### config.mk
export PLATFORM = sky130hd
export DESIGN_NAME = elastic_rr_arbiter
export DESIGN_NICKNAME = d
export VERILOG_FILES = /design/src/rtl/elastic_arb_pkg.sv /design/src/rtl/rr_grant_sel.sv /design/src/rtl/elastic_rr_arbiter.sv
export SDC_FILE = /design/constraint.sdc
export NUM_CORES = 1
export LEC_CHECK = 0
export ABC_AREA = 1
export CORE_MARGIN = 4
export CORE_UTILIZATION = 40
export CTS_CLUSTER_DIAMETER = 50
export CTS_CLUSTER_SIZE = 28
export DETAILED_ROUTE_END_ITERATION = 8
export GPL_TIMING_DRIVEN = 0
export PLACE_DENSITY = 0.81
export SKIP_CTS_REPAIR_TIMING = 1
export SKIP_LAST_GASP = 1
export SYNTH_ARGS = -nofsm -noshare
export SYNTH_HDL_FRONTEND = slang
export SYNTH_SLANG_ARGS = --single-unit
### constraint.sdc
create_clock -name clk_i -period 2.9 [get_ports clk_i]
set_input_delay 0.29 -clock clk_i [delete_from_list [all_inputs] [get_ports clk_i]]
set_output_delay 0.29 -clock clk_i [all_outputs]
set_load 0.01 [all_outputs]
### src/rtl/elastic_arb_pkg.sv
`default_nettype none
// ============================================================================
//  Module      : elastic_arb_pkg
//  Description : Shared constants and helpers for the elastic round-robin
//                arbiter and its grant selector.
//  Revision    : 1.0 - initial release
// ============================================================================
package elastic_arb_pkg;

    // Largest requester count the arbiter is built for
    localparam int unsigned c_max_req = 16;

    // Width of each optional per-requester grant counter
    localparam int unsigned c_stat_cnt_w = 16;

    // Index that follows idx when counting modulo n (n >= 1)
    function automatic int unsigned next_idx(input int unsigned idx,
                                             input int unsigned n);
        return ((idx + 1) >= n) ? 0 : (idx + 1);
    endfunction

endpackage : elastic_arb_pkg
`default_nettype wire

### src/rtl/rr_grant_sel.sv
`default_nettype none
// ============================================================================
//  Module      : rr_grant_sel
//  Description : Purely combinational round-robin selector. Searches valid_i
//                starting at ptr_i, wrapping modulo num_req_p, and reports the
//                first set bit as a one-hot grant and as an index.
//  Revision    : 1.0 - initial release
// ============================================================================
module rr_grant_sel #(
    parameter int num_req_p   = 4,
    parameter int id_width_lp = $clog2(num_req_p)
) (
    input  logic [num_req_p-1:0]   valid_i,
    input  logic [id_width_lp-1:0] ptr_i,
    output logic [num_req_p-1:0]   grant_o,
    output logic [id_width_lp-1:0] idx_o,
    output logic                   any_o
);

    logic w_found;

    assign any_o = |valid_i;

    // Walk the requesters in priority order (ptr_i first) and keep the first hit
    always_comb begin
        grant_o = '0;
        idx_o   = '0;
        w_found = 1'b0;
        for (int i = 0; i < num_req_p; i++) begin
            if (!w_found && valid_i[(int'(ptr_i) + i) % num_req_p]) begin
                w_found = 1'b1;
                idx_o   = id_width_lp'((int'(ptr_i) + i) % num_req_p);
            end
        end
        if (w_found) begin
            grant_o[idx_o] = 1'b1;
        end
    end

endmodule : rr_grant_sel
`default_nettype wire

### src/rtl/elastic_rr_arbiter.sv
`default_nettype none
// ============================================================================
//  Module      : elastic_rr_arbiter
//  Description : Round-robin arbiter feeding a one-entry registered output
//                slot with valid/yumi handshake. Each accepted word is tagged
//                with the index of the requester that sent it.
//                Optional per-requester grant counters are built when the
//                macro ELASTIC_RR_ARBITER_STATS_EN is defined.
//  Revision    : 1.0 - initial release
// ============================================================================
module elastic_rr_arbiter
    import elastic_arb_pkg::*;
#(
    parameter int   width_p     = 10,
    parameter int   num_req_p   = 4,
    localparam int  id_width_lp = $clog2(num_req_p)
) (
    input  logic                           clk_i,
    input  logic                           reset_n_i,
    input  logic [num_req_p-1:0]           valid_i,
    input  logic [num_req_p*width_p-1:0]   data_i,
    output logic [num_req_p-1:0]           ready_o,
    output logic                           valid_o,
    output logic [width_p-1:0]             data_o,
    output logic [id_width_lp-1:0]         id_o,
`ifdef ELASTIC_RR_ARBITER_STATS_EN
    output logic [num_req_p*c_stat_cnt_w-1:0] grant_cnt_o,
`endif
    input  logic                           yumi_i
);

    // Requester count outside the supported range is a build error
    if ((num_req_p < 2) || (num_req_p > int'(c_max_req))) begin : g_bad_num_req
        $error("elastic_rr_arbiter: num_req_p out of range");
    end

    // ------------------------------------------------------------------
    // State and combinational signals
    // ------------------------------------------------------------------
    logic                   valid_q, valid_d;
    logic [width_p-1:0]     data_q,  data_d;
    logic [id_width_lp-1:0] id_q,    id_d;
    logic [id_width_lp-1:0] ptr_q,   ptr_d;

    logic [num_req_p-1:0]   w_grant;
    logic [id_width_lp-1:0] w_idx;
    logic                   w_any;
    logic                   w_slot_free;
    logic                   w_accept;
    logic [width_p-1:0]     w_sel_data;

    // ------------------------------------------------------------------
    // Grant selection
    // ------------------------------------------------------------------
    rr_grant_sel #(
        .num_req_p   (num_req_p),
        .id_width_lp (id_width_lp)
    ) u_grant_sel (
        .valid_i (valid_i),
        .ptr_i   (ptr_q),
        .grant_o (w_grant),
        .idx_o   (w_idx),
        .any_o   (w_any)
    );

    // The slot can take a word when empty or when its word leaves this cycle.
    // A yumi with an empty slot is illegal; valid_q=0 already makes the slot
    // free, so the stray yumi has no effect on slot state.
    assign w_slot_free = ~valid_q | yumi_i;
    assign w_accept    = w_slot_free & w_any;

    // Ready depends only on valid_i, yumi_i and local state, never on a
    // requester's reaction to ready, so no loop is formed. Forced low while
    // reset is held.
    assign ready_o = w_grant & {num_req_p{w_accept & reset_n_i}};

    // Route the granted requester's data slice toward the slot
    always_comb begin
        w_sel_data = '0;
        for (int k = 0; k < num_req_p; k++) begin
            if (w_grant[k]) begin
                w_sel_data = data_i[k*width_p +: width_p];
            end
        end
    end

    // Next-state of the output slot and the priority pointer
    always_comb begin
        valid_d = w_accept | (valid_q & ~yumi_i);
        data_d  = data_q;
        id_d    = id_q;
        ptr_d   = ptr_q;
        if (w_accept) begin
            data_d = w_sel_data;
            id_d   = w_idx;
            ptr_d  = id_width_lp'(next_idx(32'(w_idx), 32'(num_req_p)));
        end
    end

    // Slot and pointer registers; reset discards any held word
    always_ff @(posedge clk_i or negedge reset_n_i) begin
        if (!reset_n_i) begin
            valid_q <= 1'b0;
            data_q  <= '0;
            id_q    <= '0;
            ptr_q   <= '0;
        end else begin
            valid_q <= valid_d;
            data_q  <= data_d;
            id_q    <= id_d;
            ptr_q   <= ptr_d;
        end
    end

    assign valid_o = valid_q;
    assign data_o  = data_q;
    assign id_o    = id_q;

    // ------------------------------------------------------------------
    // Optional grant statistics
    // ------------------------------------------------------------------
`ifdef ELASTIC_RR_ARBITER_STATS_EN
    for (genvar k = 0; k < num_req_p; k++) begin : g_cnt
        logic [c_stat_cnt_w-1:0] cnt_q, cnt_d;

        // Count every accept granted to this requester; wraps naturally
        always_comb begin
            cnt_d = cnt_q;
            if (w_accept && w_grant[k]) begin
                cnt_d = cnt_q + c_stat_cnt_w'(1);
            end
        end

        // Counter register, cleared with the arbiter reset
        always_ff @(posedge clk_i or negedge reset_n_i) begin
            if (!reset_n_i) begin
                cnt_q <= '0;
            end else begin
                cnt_q <= cnt_d;
            end
        end

        assign grant_cnt_o[k*c_stat_cnt_w +: c_stat_cnt_w] = cnt_q;
    end
`endif

    // ------------------------------------------------------------------
    // Simulation-only protocol check
    // ------------------------------------------------------------------
`ifndef SYNTHESIS
    // Consumer must only take a word while one is held
    always_ff @(posedge clk_i) begin
        if (reset_n_i) begin
            assert (!(yumi_i && !valid_q));
        end
    end
`endif

endmodule : elastic_rr_arbiter
`default_nettype wire

==> impl_metrics.tcl, run 1 <==
set metrics [dict create \
    outcome "finished with violations" \
    violations "setup timing" \
    cts_root_buf "clkbuf_4" \
    synth_commonest_cells "nand2_1 (77), nand3_1 (35), o21ai_1 (17)" \
    criticalPathCategory "reg -> out" \
    initial_utilization_pct 41.8 \
    h-tree-depth 1 \
    drt-initial-drc-count 108 \
    met3_usage_pct 3.66 \
    wl_per_cell_um 11.9 \
    drt_wl_total_mm 3.96 \
    fin_crit_sh_pct 100 \
    synth_edf_count 0 \
    groute.usage.overall_pct 18.7 \
    diodes 0 \
    hold_violations 0 \
    num_io_pins 64 \
    core-area_mm2 0.00336 \
    synth_top_cell_area_share_pct 26.7 \
    peakVddDrop_mv 0.538 \
    grt_pass1_vias 1460 \
    syn_nets 271 \
    fp-row-count 21 \
    die_y_um 67.3 \
    clk_latency_ns 0.28 \
    cp-end-kind "primary output" \
    synthArstFlopShare_pct 100 \
    cp-start-kind "flop" \
    power_density_mw_per_mm2 1110 \
    period_needed_ns 2.91 \
    vias_per_cell 4.77 \
    p_total_mw 2.37 \
    grt_max_degree 17 \
    synth_warnings 0 \
    first_pass_iters 4 \
    synthTopCellsByArea "dfrtp_1 (27%), nand2_1 (21%), nand3_1 (12%), nand2_2 (6.7%), o21ai_1 (6.1%)" \
    gp_congestion 0.786 \
    grt_use_met2_pct 29.0 \
    clock_skew_ns 0.00376 \
    seq_area_frac_synth_pct 26.7 \
    fin_nets 338 \
    maxCapViolations 0 \
    synth.most_common_cell "nand2_1" \
    cts_buffer_depth 2 \
    ys_seq_elements 15 \
    cts_buffers 3 \
    synthFlopType "dfrtp_1" \
    syn_inst 220 \
    worstMarginPinSlew_ns 0.685 \
    cts_tree "built" \
    slew_headroom_pct 54.2 \
    worstHoldPathType "in -> async" \
    fin_area_mm2 0.00213 \
    final_antenna_net_count 0 \
    max_freq_ghz 0.344 \
    p_leak_nw 1.11 \
    avgSynthCellArea_um2 6.39 \
    finalMaxSlewViolations 0 \
    path_max_fanout 11 \
    setup_slack_ns -0.00641 \
    dp_hpwl_mm 3.27 \
    clk_pin_slew_ns 0.08 \
    met1_usage_pct 25.8 \
    ys_types 21 \
    drc 0 \
    clkSinkCount 15 \
    place_inst 329 \
    grt_antenna_before_repair 0 \
    syn2layout_area_growth_pct 51.3 \
    overflow 0 \
    cp.required_ns 2.61 \
    dpl_cell_area_mm2 0.00209 \
    setup_viol 1 \
    drive_above_1_share_pct 17.1 \
    grt_pass1_wl_mm 6.53 \
    vias 1585 \
    final_util_pct 63.2 \
    synth_area_mm2 0.00141 \
    yosysTopAreaCell "dfrtp_1" \
    grt_most_used_layer "met2" \
    rsz0062_at_grt "true" \
    port-buffer-count 63 \
    dieArea_mm2 0.00453 \
    cp.arrival_ns 2.62 \
    die_w_um 67.3 \
    finalNonFillerCells 332 \
]
==> report_power, final <==
group	switching, mW	internal (mW)	total [mW]
Clock	0.0613	0.0534	0.115
Combinational	1.14	0.750	1.89
Sequential	0.0537	0.307	0.361
Total	1.26	1.11	2.37
==> cell families (layout without fill, tap and decap cells) <==
| logic type | count (synthesis) | in the layout | share of synthesized area (%) |
|---|---|---|---|
| AND/OR/NAND/NOR | 143 | 143 | 50.0 |
| buffers and inverters | 37 | 103 | 12.2 |
| AO/OA/AOI/OAI | 21 | 21 | 7.48 |
| flip-flops | 15 | 15 | 26.7 |
| adder cells (fa/ha/maj) | 4 | 4 | 3.56 |
==> state kept, by name (all words and copies together) (netlist names) <==
register / flops
data_o: 10
id_o: 2
ptr_q: 2
valid_o: 1
==> path summary, 6_finish.rpt <==
| check | startpoint | to | slack [ns] | depth (start not counted) |
|---|---|---|---|---|
| min | reset_n_i | data_o[7] | 0.42 | 1 |
| max | ptr_q[0] | ready_o[1] | -0.006 | 14 |
| min reg2reg | data_o[2] | data_o[2] | 0.48 | 2 |
| max in group asynchronous | reset_n_i | data_o[6] | 2.05 | 1 |
| min in group clk_i | data_o[2] | data_o[2] | 0.48 | 2 |
| max reg2reg | ptr_q[0] | data_o[9] | 0.52 | 18 |
==> final cells by class <==
cell class / count / area, um^2
well taps: 46 / 57.6
repair buffers: 63 / 638
fillers: 320 / 1240
inverters: 25 / 101
flip-flops and latches: 15 / 375
plain buffers: 11 / 68.8
clock buffers: 4 / 26.3
multi-input cells: 168 / 858
==> placed cells by master, fill, tap and decap left out, drive strengths merged <==
| cell | n |
|---|---|
| buf | 7 |
| clkbuf | 8 |
| clkdlybuf4s50 | 60 |
| dfrtp | 15 |
| dlymetal6s2s | 3 |
| ha | 4 |
| inv | 25 |
| nand2 | 95 |
| nand3 | 40 |
| nand4 | 3 |
| nor2 | 4 |
| nor3 | 1 |
| o21ai | 21 |
==> worst max-delay path, stage by stage, from the launching register on <==
cell	delay, ns
dfrtp_1	0.38
buf_6	0.15
inv_8	0.08
nand2_2	0.05
nand3_1	0.10
nand2_1	0.10
nand3_2	0.09
nand2_1	0.06
nand2_2	0.07
nand3_2	0.10
inv_1	0.11
ha_1	0.18
inv_2	0.10
nor3_1	0.20
clkdlybuf4s50_1	0.57
==> through the flow <==
| stage | setup WS (ns) | TNS [ns] | hold slack, ns |
|---|---|---|---|
| 2_1_floorplan | 0.773 | 0 | -0.00559 |
| 3_3_place_gp | -0.137 | -0.137 | 0.461 |
| 3_5_place_dp | -0.217 | -0.236 | 0.465 |
| 4_1_cts | -0.220 | -0.286 | 0.436 |
| 5_1_grt | -0.195 | -0.195 | 0.470 |
| 6_report | -0.00641 | -0.00641 | 0.420 |
==> metal layers <==
metal  part of all wire [%]  vias up  routed length, um
li1                       -      835                  -
met1                     47      704               1870
met2                     45       39               1800
met3                    5.4        7                215
met4                    1.8        0                 73
met5                      0        -                  0
(Power assumes the default switching activity.)
==> run 2, diff against run 1 <==
--- a/config.mk
+++ b/config.mk
@@ -11,8 +11,9 @@
 export CTS_CLUSTER_DIAMETER = 50
 export CTS_CLUSTER_SIZE = 28
 export DETAILED_ROUTE_END_ITERATION = 8
+export DONT_BUFFER_PORTS = 1
 export GPL_TIMING_DRIVEN = 0
-export PLACE_DENSITY = 0.81
+export PLACE_DENSITY = 0.57
 export SKIP_CTS_REPAIR_TIMING = 1
 export SKIP_LAST_GASP = 1
 export SYNTH_ARGS = -nofsm -noshare
==> run 2 against run 1 <==
  * The flow now finishes without violations
  * Cell count is 18% lower
  * Non-clock buffer count is 61 lower
  * Clock power hardly changed
  * Worst hold slack worse by 0.21 ns
  * Design area is 29% lower
  * Via count is 17% lower
  * Routed wire length is 8.4% lower
  * Critical path depth stayed put
  * Sequential share of layout area is 7.3 points higher
  * Maximum frequency is 13% higher
  * Largest power group unchanged
  * Highest routed layer unchanged
==> impl_metrics.tcl, run 2 (synthesis results as in run 1) <==
set metrics [dict create \
    cts_tree "built" \
    met1_length_mm 1.76 \
    cp-start-kind "flop" \
    drc 0 \
    power_density_mw_per_mm2 1420 \
    dieArea_mm2 0.00453 \
    clk_latency_ns 0.28 \
    cts_buffers 3 \
    max_freq_ghz 0.389 \
    final_util_pct 44.8 \
    cp-end-kind "primary output" \
    rsz0062_at_grt "false" \
    outcome "finished clean" \
    place_inst 266 \
    dp_hpwl_mm 2.99 \
    ff2ff_path_depth 18 \
    gp_congestion 0.778 \
    wl_per_cell_um 13.4 \
    dr_wl_met3_um 348 \
    syn2layout_area_growth_pct 7.12 \
    peakVddDrop_mv 0.515 \
    clock_skew_ns 0.00707 \
    hold_start "yumi_i" \
    initial_utilization_pct 41.8 \
    reg2reg_to "data_o[7]" \
    grt_pass1_vias 1138 \
    overflow 0 \
    clkSinkCount 15 \
    finalNonFillerCells 271 \
    num_io_pins 64 \
    min_to "valid_o" \
    first_pass_iters 4 \
    worst_path_most_repeated_cell "nand2_2" \
    clk_pin_slew_ns 0.09 \
    cts_buffer_depth 2 \
    hold_violations 0 \
    cp_slowest_cell "dfrtp_1" \
    fp-row-count 21 \
    final_cell_mix "nand2_1 (77), nand3_1 (35), o21ai_1 (17)" \
    dr.max_layer_used "met4" \
    period_needed_ns 2.57 \
    worstHoldPathType "in -> reg" \
    grt_pass1_wl_mm 5.49 \
    setup_viol 0 \
    min_delay_path_depth 3 \
    groute.usage.overall_pct 15.8 \
    diodes 0 \
    drt_wl_total_mm 3.63 \
    rrSetupSlack_ns 0.48 \
    fin_tns_setup_ns 0 \
    cp.required_ns 2.61 \
    grt_max_degree 17 \
    core-area_mm2 0.00336 \
    dpl_cell_area_mm2 0.00146 \
    drt-initial-drc-count 59 \
    drive_above_1_share_pct 22.2 \
    maxCapViolations 0 \
    worstMarginPinSlew_ns 0.659 \
    path_max_fanout 10 \
    fin_area_mm2 0.00151 \
    vias 1311 \
    p_leak_nw 0.820 \
    vias_per_cell 4.84 \
    final_antenna_net_count 0 \
    cp.arrival_ns 2.28 \
    final_common_cell "nand2_1" \
    fin_crit_sh_pct 88.6 \
    grt_antenna_before_repair 0 \
    port-buffer-count 0 \
    h-tree-depth 1 \
    die_y_um 67.3 \
    slew_headroom_pct 55.9 \
    criticalPathCategory "reg -> out" \
    die_w_um 67.3 \
    fin_nets 277 \
    crit_chain "buf_6, inv_8, nand2_2, nand3_1, nand2_2, inv_2, nand2_1, nand2_2, nand3_2, inv_1, ha_1, inv_1, clkbuf_1, nor3_2" \
    r2r-start "ptr_q[0]" \
    cts_root_buf "clkbuf_4" \
    critPathMaxStageDelay_ns 0.38 \
    finalMaxSlewViolations 0 \
    met2_length_mm 1.51 \
    largest_reg_flops 10 \
]
-- run 2: cell types whose count changed in the layout (fill, tap and decap cells not counted) --
cell	change
dlygate4sd3_1	+1
clkbuf_4	-1
inv_1	+1
dlymetal6s2s_1	-3
clkinv_2	+1
nor3_1	-1
nor3_2	+1
buf_2	+1
clkdlybuf4s50_1	-60
inv_2	-1
-- run 2: power by group --
group	internal [mW]	switching [mW]	leakage, nW
Clock	0.0511	0.0647	0.0177
Combinational	0.556	1.06	0.618
Sequential	0.307	0.103	0.184
-- run 2: final cells by class --
class / instances / area (um^2)
multi-input combinational: 168 / 863
sequential: 15 / 375
inverter: 25 / 101
clock buffer: 3 / 22.5
clock inverter: 1 / 5.00
tap: 46 / 57.6
buffer: 12 / 70.1
fill: 390 / 1860
timing repair buffer: 1 / 10.0
-- run 2: critical path: cells and delay by family, from the launching register on --
| kind | cells | cell delay, ns |
|---|---|---|
| fa+ha+maj | 1 | 0.16 |
| buf+inv | 6 | 0.68 |
| flops | 1 | 0.38 |
| simple gates | 7 | 0.78 |
-- run 2: worst max-delay path by stage --
stage                        start          to  slack (ns)  cells after the start
after detailed placement  ptr_q[0]   data_o[5]        0.51                     18
final                     ptr_q[0]  ready_o[1]        0.33                     14
after floorplan           ptr_q[0]  ready_o[1]        0.77                     14
after global routing      ptr_q[0]  ready_o[1]        0.11                     14
after global placement    ptr_q[0]   data_o[7]        0.53                     18
after CTS                 ptr_q[0]  ready_o[1]        0.22                     14
-- run 2: through the flow --
stage | hold WS (ns) | total power, mW | setup slack (ns)
final | 0.214 | 2.14 | 0.330
after floorplan | -0.00559 | 1.70 | 0.773
after detailed placement | -0.00529 | 2.03 | 0.508
after global placement | -0.00520 | 2.03 | 0.534
after CTS | -0.319 | 2.15 | 0.217
after global routing | 0.196 | 2.40 | 0.105
-- run 2: per-layer routing --
metal	up-vias	global-route usage [%]
li1	707	-
met1	559	25.2
met2	43	20.5
met3	2	4.16
met4	0	3.80
met5	-	0
